<file path="src/rtl/dma_pkg.sv">
// ---------------------------------------------------------------------------
// dma_pkg
// Shared definitions for the DMA channel scheduler slice: default parameter
// values, the scheduler FSM state encoding and a small width helper.
// No ports (package).
// ---------------------------------------------------------------------------
package dma_pkg;

    localparam int DEF_NUM_CH  = 4;
    localparam int DEF_ADDR_W  = 32;
    localparam int DEF_LEN_W   = 6;
    localparam int DEF_TIMEOUT = 255;

    typedef enum logic [1:0] {
        ST_IDLE     = 2'd0,
        ST_ISSUE    = 2'd1,
        ST_WAIT     = 2'd2,
        ST_COMPLETE = 2'd3
    } dma_state_t;

    // Index width for a vector of n entries; a single channel still needs one bit.
    function automatic int idxWidth(input int n);
        return (n > 1) ? $clog2(n) : 1;
    endfunction

endpackage

</file>
<file path="src/rtl/dma_rr_arbiter.sv">
// ---------------------------------------------------------------------------
// dma_rr_arbiter
// Purely combinational round-robin picker. Searches the request vector from
// (i_lastGrant + 1) mod NUM_CH upward with wrap-around and returns the first
// requester found.
// Ports:
//   i_req       request vector, one bit per channel
//   i_lastGrant index of the most recently served channel
//   o_grant     one-hot grant (all zero when nothing requests)
//   o_index     binary index of the granted channel
//   o_anyValid  high when at least one request bit is set
// ---------------------------------------------------------------------------
module dma_rr_arbiter
    import dma_pkg::*;
#(
    parameter  int NUM_CH = DEF_NUM_CH,
    localparam int IDX_W  = idxWidth(NUM_CH)
) (
    input  logic [NUM_CH-1:0] i_req,
    input  logic [IDX_W-1:0]  i_lastGrant,
    output logic [NUM_CH-1:0] o_grant,
    output logic [IDX_W-1:0]  o_index,
    output logic              o_anyValid
);

    // Walk the channels in priority order starting just after the last
    // winner; the first requester seen takes the grant.
    always_comb begin : p_select
        int              cand;
        logic [IDX_W-1:0] candIdx;
        logic            found;
        o_grant    = '0;
        o_index    = '0;
        o_anyValid = 1'b0;
        found      = 1'b0;
        cand       = 0;
        candIdx    = '0;
        for (int off = 1; off <= NUM_CH; off++) begin
            cand    = (int'(i_lastGrant) + off) % NUM_CH;
            candIdx = IDX_W'(cand);
            if (!found && i_req[candIdx]) begin
                found            = 1'b1;
                o_anyValid       = 1'b1;
                o_index          = candIdx;
                o_grant[candIdx] = 1'b1;
            end
        end
    end

endmodule

</file>
<file path="src/rtl/dma_ch_scheduler.sv">
// ---------------------------------------------------------------------------
// dma_ch_scheduler
// Shares one DMA engine among NUM_CH requesting channels. A round-robin
// arbiter picks a descriptor in IDLE, the scheduler latches it onto the
// engine outputs, pulses dma_trigger, waits (bounded by TIMEOUT) for
// dma_done and then reports completion or timeout on the owning channel.
// Ports:
//   clk, rst                      clock, asynchronous active-high reset
//   req_valid / req_ready         per-channel descriptor handshake
//   req_src / req_dest / req_len  packed per-channel descriptors
//   dma_trigger                   one-cycle start pulse to the engine
//   dma_src_addr / dma_dest_addr / dma_length  latched descriptor
//   dma_done                      engine completion
//   ch_done / ch_err              one-cycle completion / timeout pulses
//   busy                          high whenever not IDLE
//   grant_id                      channel owning the engine
// ---------------------------------------------------------------------------
module dma_ch_scheduler
    import dma_pkg::*;
#(
    parameter  int NUM_CH  = DEF_NUM_CH,
    parameter  int ADDR_W  = DEF_ADDR_W,
    parameter  int LEN_W   = DEF_LEN_W,
    parameter  int TIMEOUT = DEF_TIMEOUT,
    localparam int IDX_W   = idxWidth(NUM_CH),
    localparam int CNT_W   = (TIMEOUT > 0) ? $clog2(TIMEOUT + 1) : 1
) (
    input  logic                     clk,
    input  logic                     rst,
    input  logic [NUM_CH-1:0]        req_valid,
    output logic [NUM_CH-1:0]        req_ready,
    input  logic [NUM_CH*ADDR_W-1:0] req_src,
    input  logic [NUM_CH*ADDR_W-1:0] req_dest,
    input  logic [NUM_CH*LEN_W-1:0]  req_len,
    output logic                     dma_trigger,
    output logic [ADDR_W-1:0]        dma_src_addr,
    output logic [ADDR_W-1:0]        dma_dest_addr,
    output logic [LEN_W-1:0]         dma_length,
    input  logic                     dma_done,
    output logic [NUM_CH-1:0]        ch_done,
    output logic [NUM_CH-1:0]        ch_err,
    output logic                     busy,
    output logic [IDX_W-1:0]         grant_id
);

    dma_state_t        r_state;
    dma_state_t        w_nextState;
    logic [IDX_W-1:0]  r_grantId;
    logic [IDX_W-1:0]  r_lastGrant;
    logic [ADDR_W-1:0] r_src;
    logic [ADDR_W-1:0] r_dest;
    logic [LEN_W-1:0]  r_len;
    logic              r_err;
    logic [CNT_W-1:0]  r_count;

    logic [NUM_CH-1:0] w_grant;
    logic [IDX_W-1:0]  w_grantIdx;
    logic              w_anyValid;
    logic              w_accept;
    logic              w_timeout;
    logic [ADDR_W-1:0] w_selSrc;
    logic [ADDR_W-1:0] w_selDest;
    logic [LEN_W-1:0]  w_selLen;
    logic [NUM_CH-1:0] w_idOneHot;

    dma_rr_arbiter #(
        .NUM_CH (NUM_CH)
    ) u_arbiter (
        .i_req       (req_valid),
        .i_lastGrant (r_lastGrant),
        .o_grant     (w_grant),
        .o_index     (w_grantIdx),
        .o_anyValid  (w_anyValid)
    );

    assign w_selSrc   = req_src [int'(w_grantIdx) * ADDR_W +: ADDR_W];
    assign w_selDest  = req_dest[int'(w_grantIdx) * ADDR_W +: ADDR_W];
    assign w_selLen   = req_len [int'(w_grantIdx) * LEN_W  +: LEN_W];
    assign w_timeout  = (r_count == CNT_W'(TIMEOUT));
    assign w_idOneHot = NUM_CH'(1) << r_grantId;

    assign busy          = (r_state != ST_IDLE);
    assign grant_id      = r_grantId;
    assign dma_src_addr  = r_src;
    assign dma_dest_addr = r_dest;
    assign dma_length    = r_len;

    // State register.
    always_ff @(posedge clk or posedge rst) begin
        if (rst) begin
            r_state <= ST_IDLE;
        end else begin
            r_state <= w_nextState;
        end
    end

    // Next-state and Moore/handshake outputs. A zero-length descriptor has
    // nothing for the engine to do, so it goes straight to COMPLETE. In WAIT
    // a dma_done arriving on the timeout cycle still counts as success.
    always_comb begin
        w_nextState = r_state;
        req_ready   = '0;
        dma_trigger = 1'b0;
        ch_done     = '0;
        ch_err      = '0;
        w_accept    = 1'b0;
        case (r_state)
            ST_IDLE: begin
                if (w_anyValid) begin
                    req_ready   = w_grant;
                    w_accept    = 1'b1;
                    w_nextState = (w_selLen == '0) ? ST_COMPLETE : ST_ISSUE;
                end
            end
            ST_ISSUE: begin
                dma_trigger = 1'b1;
                w_nextState = ST_WAIT;
            end
            ST_WAIT: begin
                if (dma_done || w_timeout) begin
                    w_nextState = ST_COMPLETE;
                end
            end
            ST_COMPLETE: begin
                if (r_err) begin
                    ch_err = w_idOneHot;
                end else begin
                    ch_done = w_idOneHot;
                end
                w_nextState = ST_IDLE;
            end
            default: begin
                w_nextState = ST_IDLE;
            end
        endcase
    end

    // Descriptor capture, wait counter and completion bookkeeping. The
    // descriptor is only written on acceptance so the engine outputs stay
    // stable for the whole transfer. The counter saturates at TIMEOUT and
    // clears whenever the FSM is outside WAIT. last_grant starts at the top
    // channel so channel 0 is the first winner after reset.
    always_ff @(posedge clk or posedge rst) begin
        if (rst) begin
            r_grantId   <= '0;
            r_lastGrant <= IDX_W'(NUM_CH - 1);
            r_src       <= '0;
            r_dest      <= '0;
            r_len       <= '0;
            r_err       <= 1'b0;
            r_count     <= '0;
        end else begin
            if (w_accept) begin
                r_src     <= w_selSrc;
                r_dest    <= w_selDest;
                r_len     <= w_selLen;
                r_grantId <= w_grantIdx;
                r_err     <= 1'b0;
            end
            if (r_state == ST_WAIT) begin
                if (!w_timeout) begin
                    r_count <= r_count + CNT_W'(1);
                end
                if (w_timeout && !dma_done) begin
                    r_err <= 1'b1;
                end
            end else begin
                r_count <= '0;
            end
            if (r_state == ST_COMPLETE) begin
                r_lastGrant <= r_grantId;
            end
        end
    end

endmodule

</file>
<file path="config.mk">
export PLATFORM = sky130hd
export DESIGN_NAME = dma_ch_scheduler
export DESIGN_NICKNAME = d
export VERILOG_FILES = /design/src/rtl/dma_pkg.sv /design/src/rtl/dma_rr_arbiter.sv /design/src/rtl/dma_ch_scheduler.sv
export SDC_FILE = /design/constraint.sdc
export NUM_CORES = 1
export LEC_CHECK = 0
export CORE_AREA = 2 2 144 146
export DETAILED_ROUTE_END_ITERATION = 16
export DIE_AREA = 0 0 146 148
export GPL_ROUTABILITY_DRIVEN = 0
export HOLD_SLACK_MARGIN = 0.1
export PLACE_DENSITY = 0.66
export SKIP_LAST_GASP = 1
export SYNTH_ARGS = -nofsm -noshare
export SYNTH_HDL_FRONTEND = slang
export SYNTH_HIERARCHICAL = 1
export SYNTH_SLANG_ARGS = --single-unit
</file>
<file path="constraint.sdc">
create_clock -name clk -period 4.8 [get_ports clk]
set_clock_uncertainty 0.2 [all_clocks]
set_input_delay 1.2 -clock clk [delete_from_list [all_inputs] [get_ports clk]]
set_output_delay 1.2 -clock clk [all_outputs]
set_load 0.01 [all_outputs]
</file>
After elaboration in Yosys (flattened, before gate mapping)
Cells that the tools add are included.
{"block": "word_totals", "regBits": 85}
{"block": "classes", "add_sub_neg": 5, "multipliers": 1, "order_cmp": 8, "eq_ne": 7, "shifts": 4, "muxes": 46, "n_bitwise": 3, "reduce_logical": 17}
{"operator": "$shiftx A128 B8 Y32", "n": 2}
{"operator": "$mux W4", "n": 10}
{"operator": "$shiftx A24 B6 Y6", "n": 1}
{"operator": "$mux W1", "n": 18}
{"operator": "$mux W8", "n": 2}
{"operator": "$mux W2", "n": 7}
{"operator": "$lt A2 B3 Y1 const B", "n": 4}
{"operator": "$or A4 B4 Y4", "n": 3}
{"operator": "$add A8 B1 Y8 const B", "n": 1}
{"operator": "$bmux W1 S2", "n": 4}
{"operator": "$demux W1 S2", "n": 4}
{"operator": "$eq A8 B8 Y1 const B", "n": 1}
{"operator": "$ge A2 B1 Y1 const B", "n": 4}
{"operator": "$logic_and A1 B1 Y1", "n": 8}
{"operator": "$pmux W2 S4", "n": 1}
{"operator": "$logic_not A6 Y1", "n": 1}
{"operator": "$add A2 B1 Y2 const B", "n": 2}
{"operator": "$add A2 B2 Y2 const B", "n": 2}
{"operator": "$eq A2 B2 Y1 const B", "n": 2}
{"operator": "$logic_not A1 Y1", "n": 4}
{"operator": "$mul A2 B2 Y4 const B", "n": 1}
{"operator": "$ne A2 B2 Y1 const B", "n": 2}
{"operator": "$shl A1 B2 Y4 const A", "n": 1}
{"operator": "$eq A2 B1 Y1 const B", "n": 1}
{"operator": "other kinds (5)", "n": 5}

Logic depth before layout (Yosys ltp)
{"block": "depth", "word_depth": 19, "ltp_mapped": 15, "mapped_depth_nobuf": 10}

Modules after synthesis
Netlist, hierarchy kept.
{"module": "dma_ch_scheduler", "instances": 1, "cells_each": 322, "area_each_um2": 5122.4}
{"module": "dma_rr_arbiter", "instances": 1, "cells_each": 86, "area_each_um2": 629.4}

Worst setup path before layout
Ideal clock, no wire load.
{"block": "synth_timing", "path_kind": "in2out", "start": "input port req_valid[1]", "end": "output port req_ready[3]", "t_arrival_ns": 2.709, "t_required_ns": 3.400, "path_slack_ns": 0.691, "path_stages": 7, "n_path_buf": 2, "cell_sequence": "buf_2 -> mux4_2 -> buf_6 -> nand4_1 -> o31ai_1 -> a2111o_1 -> and3_1"}
{"block": "synth_between", "elab_chain_len": 14, "word_cells_on_any_way": 27}
{"item": "from (decl)", "line": "dma_ch_scheduler.sv:30", "rtl": "input logic [NUM_CH-1:0] req_valid,"}
{"item": "$bmux W1 S2", "line": "dma_rr_arbiter.sv:41", "rtl": "if (!found && i_req[candIdx]) begin"}
{"item": "$mux W1 (not written as such)", "line": "dma_rr_arbiter.sv:41"}
{"item": "$mux W1", "line": "dma_rr_arbiter.sv:41"}
{"item": "$logic_not A1 Y1", "line": "dma_rr_arbiter.sv:41"}
{"item": "$logic_and A1 B1 Y1", "line": "dma_rr_arbiter.sv:41"}
{"item": "$mux W1", "line": "dma_rr_arbiter.sv:41"}
{"item": "$logic_not A1 Y1", "line": "dma_rr_arbiter.sv:41"}
{"item": "$logic_and A1 B1 Y1", "line": "dma_rr_arbiter.sv:41"}
{"item": "$mux W1", "line": "dma_rr_arbiter.sv:41"}
{"item": "$logic_not A1 Y1", "line": "dma_rr_arbiter.sv:41"}
{"item": "$logic_and A1 B1 Y1", "line": "dma_rr_arbiter.sv:41"}
{"item": "$mux W4 *", "line": "dma_rr_arbiter.sv:41"}
{"item": "net w_grant[3]", "line": "dma_ch_scheduler.sv:56", "rtl": "logic [NUM_CH-1:0] w_grant;"}
{"item": "$mux W4 *", "line": "dma_ch_scheduler.sv:109", "rtl": "if (w_anyValid) begin"}
{"item": "$mux W4 *", "line": "dma_ch_scheduler.sv:107", "rtl": "case (r_state)"}
{"item": "to (decl)", "line": "dma_ch_scheduler.sv:31", "rtl": "output logic [NUM_CH-1:0] req_ready,"}
Mark *: on every way through the listed nets, which the timed path passes. The rest lies on a longest branch. The select of a mux whose other input is x is not followed.

Final worst setup path
{"block": "layout_timing", "start": "input port req_valid[0]", "end": "output port req_ready[3]"}
Same word-level chain as after synthesis.

==> metrics <==
Die W 146 um; crit end category output port; fin crit period between 4000 and 5000 ps; layout cells sized above 1 0.2427; area grow syn2layout 77.35%; Startpoint Class input port; Netlist cell types between 40 and 50; final wirelength around 23,000 um; final core utilization 0.5091; simple-gate share of the synthesized area 0.06178; area leader, netlist dfrtp_1; # H-tree levels 3; synthesis warning total 6; PwrDens ~580 nW/um^2; FMAX 0.2092 GHz; met1 usage 0.2436; Synth Register Bits 85; Vias ~5,400; drt wl/cell ~22 um; core area 20,040 sq um; Num CTS Buffers 9; measured slew at the worst slew-check pin 943.6 ps; Post-synth EDFFs 0; largest net degree at the start of global routing between 70 and 80; CP arrival about 3400 ps; Final setup viols 0; initial antenna violation count 5; Placement Cell Area ~10000 sq um; CTS clk-pin slew, worst paths about 60 ps; Mapped Cells about 400; first-pass GRT wire length 34,930 um; GRT busiest layer met2; final net count between 1,000 and 1,500; Yosys top cell area share 0.3611; GRT Residual Overflow 0; grt met3 use 0.06142; final hold viol count 0; syn_nets just over 700; outcome complete, no violations; Hold Path Depth 1; # clock sinks 85; Worst path max stage delay 570 ps; Fill cells 1,748; most frequent cell after synthesis dfrtp_1; HP Class reg -> reg; xor and xnor fraction of the mapped netlist area 0.006091; Slew Viols, Final 0; Hold-fix buffers, CTS 0; Worst path top cell family by delay buffers and inverters; share of synthesized registers carrying an async set or reset 1.000; Commonest cells post-synth dfrtp_1 (83), mux2_2 (74), mux4_2 (72), nor2_1 (20), inv_1 (15); ANT nets after route 0; Vias per Instance 5.073; multiplexer share of the synthesized area 0.4372; worst setup path class in -> out; 1st-pass router iterations 5; HPWL Detailed 18,580 um; ys flop type dfrtp_1; CP max stage cell mux4_2; Total GRT Usage 0.2116; vias in the first global route 5,944; Initial DRC Count approximately 220; register area share after synthesis 0.3702; TNS Setup 0 ps; Post-route DRC 0; IO Count between 300 and 400; crit-path max FO 6; Max-Cap Viols 0; Slew headroom 0.3709; row count 52; Multi-input gate area 3417 sq um; Die ar. 21,610 sq um; Worst VDD drop 269.6 uV; post-synthesis adder-cell area fraction 0.03045; CTS tree done; Compound-Gate Fraction of Synth Area 0.04938; Cell Area, Synth between 5000 and 6000 sq um; register area roughly 2100 sq um; Starting Density 0.2870; Area contributors post-synth dfrtp_1 (36%), mux4_2 (28%), mux2_2 (14%); Tcrit/Tclk final 0.9960; fin area between 10,000 and 15,000 sq um; Leak 3.956 nW; met2 usage 0.3764; worst skew pair latency roughly 340 ps; clk buf depth 2; crit-path cells clkdlybuf4s50_1 > mux4_2 > buf_12 > nand4_1 > o31ai_2 > a2111o_1 > and3_1 > clkdlybuf4s15_1; Worst Path Required roughly 3400 ps; Crit path depth 8; Port Buffers 372; total power around 0.006 W; Die Y roughly 150 um; Avg Synthesized Cell Area 14.10 sq um; number of buffers and inverters on the critical path 3; clock root buffer clkbuf_16; reg2reg path depth 10; largest family of logic cells by synthesized area multiplexers
-- final timing paths --
kind / start / slack, ps / endpoint
worst max-delay path: req_valid[0] / 20 / req_ready[3]
max in group asynchronous: rst / 2410 / dma_src_addr[8]
worst min register to register: dma_dest_addr[6] / 300 / dma_dest_addr[6]
min in group asynchronous: rst / 1220 / dma_src_addr[17]
worst max register to register: r_lastGrant[1] / 710 / r_state[1]
worst min-delay path: dma_dest_addr[6] / 300 / dma_dest_addr[6]
-- cells in the final DEF, fill, tap and decap left out, types with 10 or more instances in the layout --
cell type / n
buf_4: 12
clkbuf_16: 10
clkdlybuf4s50_1: 365
dfrtp_1: 83
ha_1: 14
inv_1: 14
mux2_2: 74
mux4_2: 72
nand2_1: 13
nor2_1: 20
-- area by class of cell --
class	count	share of cell area
diodes	2	0.0004906
clock buffers	11	0.02281
clock inverters	4	0.004906
inverters	15	0.005765
multi-input cells	277	0.3350
flip-flops and latches	85	0.2088
well taps	270	0.03312
repair buffers	391	0.3892
-- registers in the layout, indices dropped and copies added, names as in the netlist --
signal and count:
r_count 8, r_lastGrant 2, grant_id 2, r_err 1, dma_dest_addr 32, dma_length 6, dma_src_addr 32, r_state 2
-- power by group --
| group | internal (W) | switching (W) | total, W |
|---|---|---|---|
| logic | 0.00229 | 0.00160 | 0.00389 |
| clock network | 0.000400 | 0.000289 | 0.000689 |
| registers | 0.00108 | 0.000219 | 0.00130 |
| total | 0.00376 | 0.00211 | 0.00588 |
-- worst register-to-register path, delay by kind of cell, from the launching register on --
| kind | cells | cell delay, ps |
|---|---|---|
| flip-flops | 1 | 650 |
| buffers and inverters | 3 | 650 |
| AO/OA/AOI/OAI | 3 | 860 |
| AND/OR/NAND/NOR | 1 | 370 |
| multiplexers | 2 | 720 |
| adder cells (fa/ha/maj) | 1 | 540 |
-- cell families after synthesis --
family,count (synthesis)
mux,152
fa+ha+maj,14
flops,85
xor+xnor,4
compound gates,38
simple gates,69
buf+inv,46
-- per-layer routing --
layer	wire length (um)	share of wire
met1	8455	0.37
met2	12130	0.53
met3	1803	0.078
met4	546	0.024
met5	37	0.0016
-- repair_timing --
item,in CTS,in global routing
setup buffers,0,1
gates resized for setup,3,8
setup endpoints to repair,4,4
pin swaps,0,2
cloned,0,1
-- through the flow --
| stage | instances | setup WS, ps | hold slack (ps) |
|---|---|---|---|
| CTS | 1051 | -181.9 | 306.8 |
| finish | 1055 | 19.09 | 301.0 |
| detailed placement | 1036 | -204.4 | 292.8 |
| global placement | 1036 | -108.4 | 288.1 |
| global route | 1055 | -1.759 | 314.4 |
| floorplan | 408 | 691.0 | 298.0 |
Note: power is estimated with default switching activity, not from simulation.
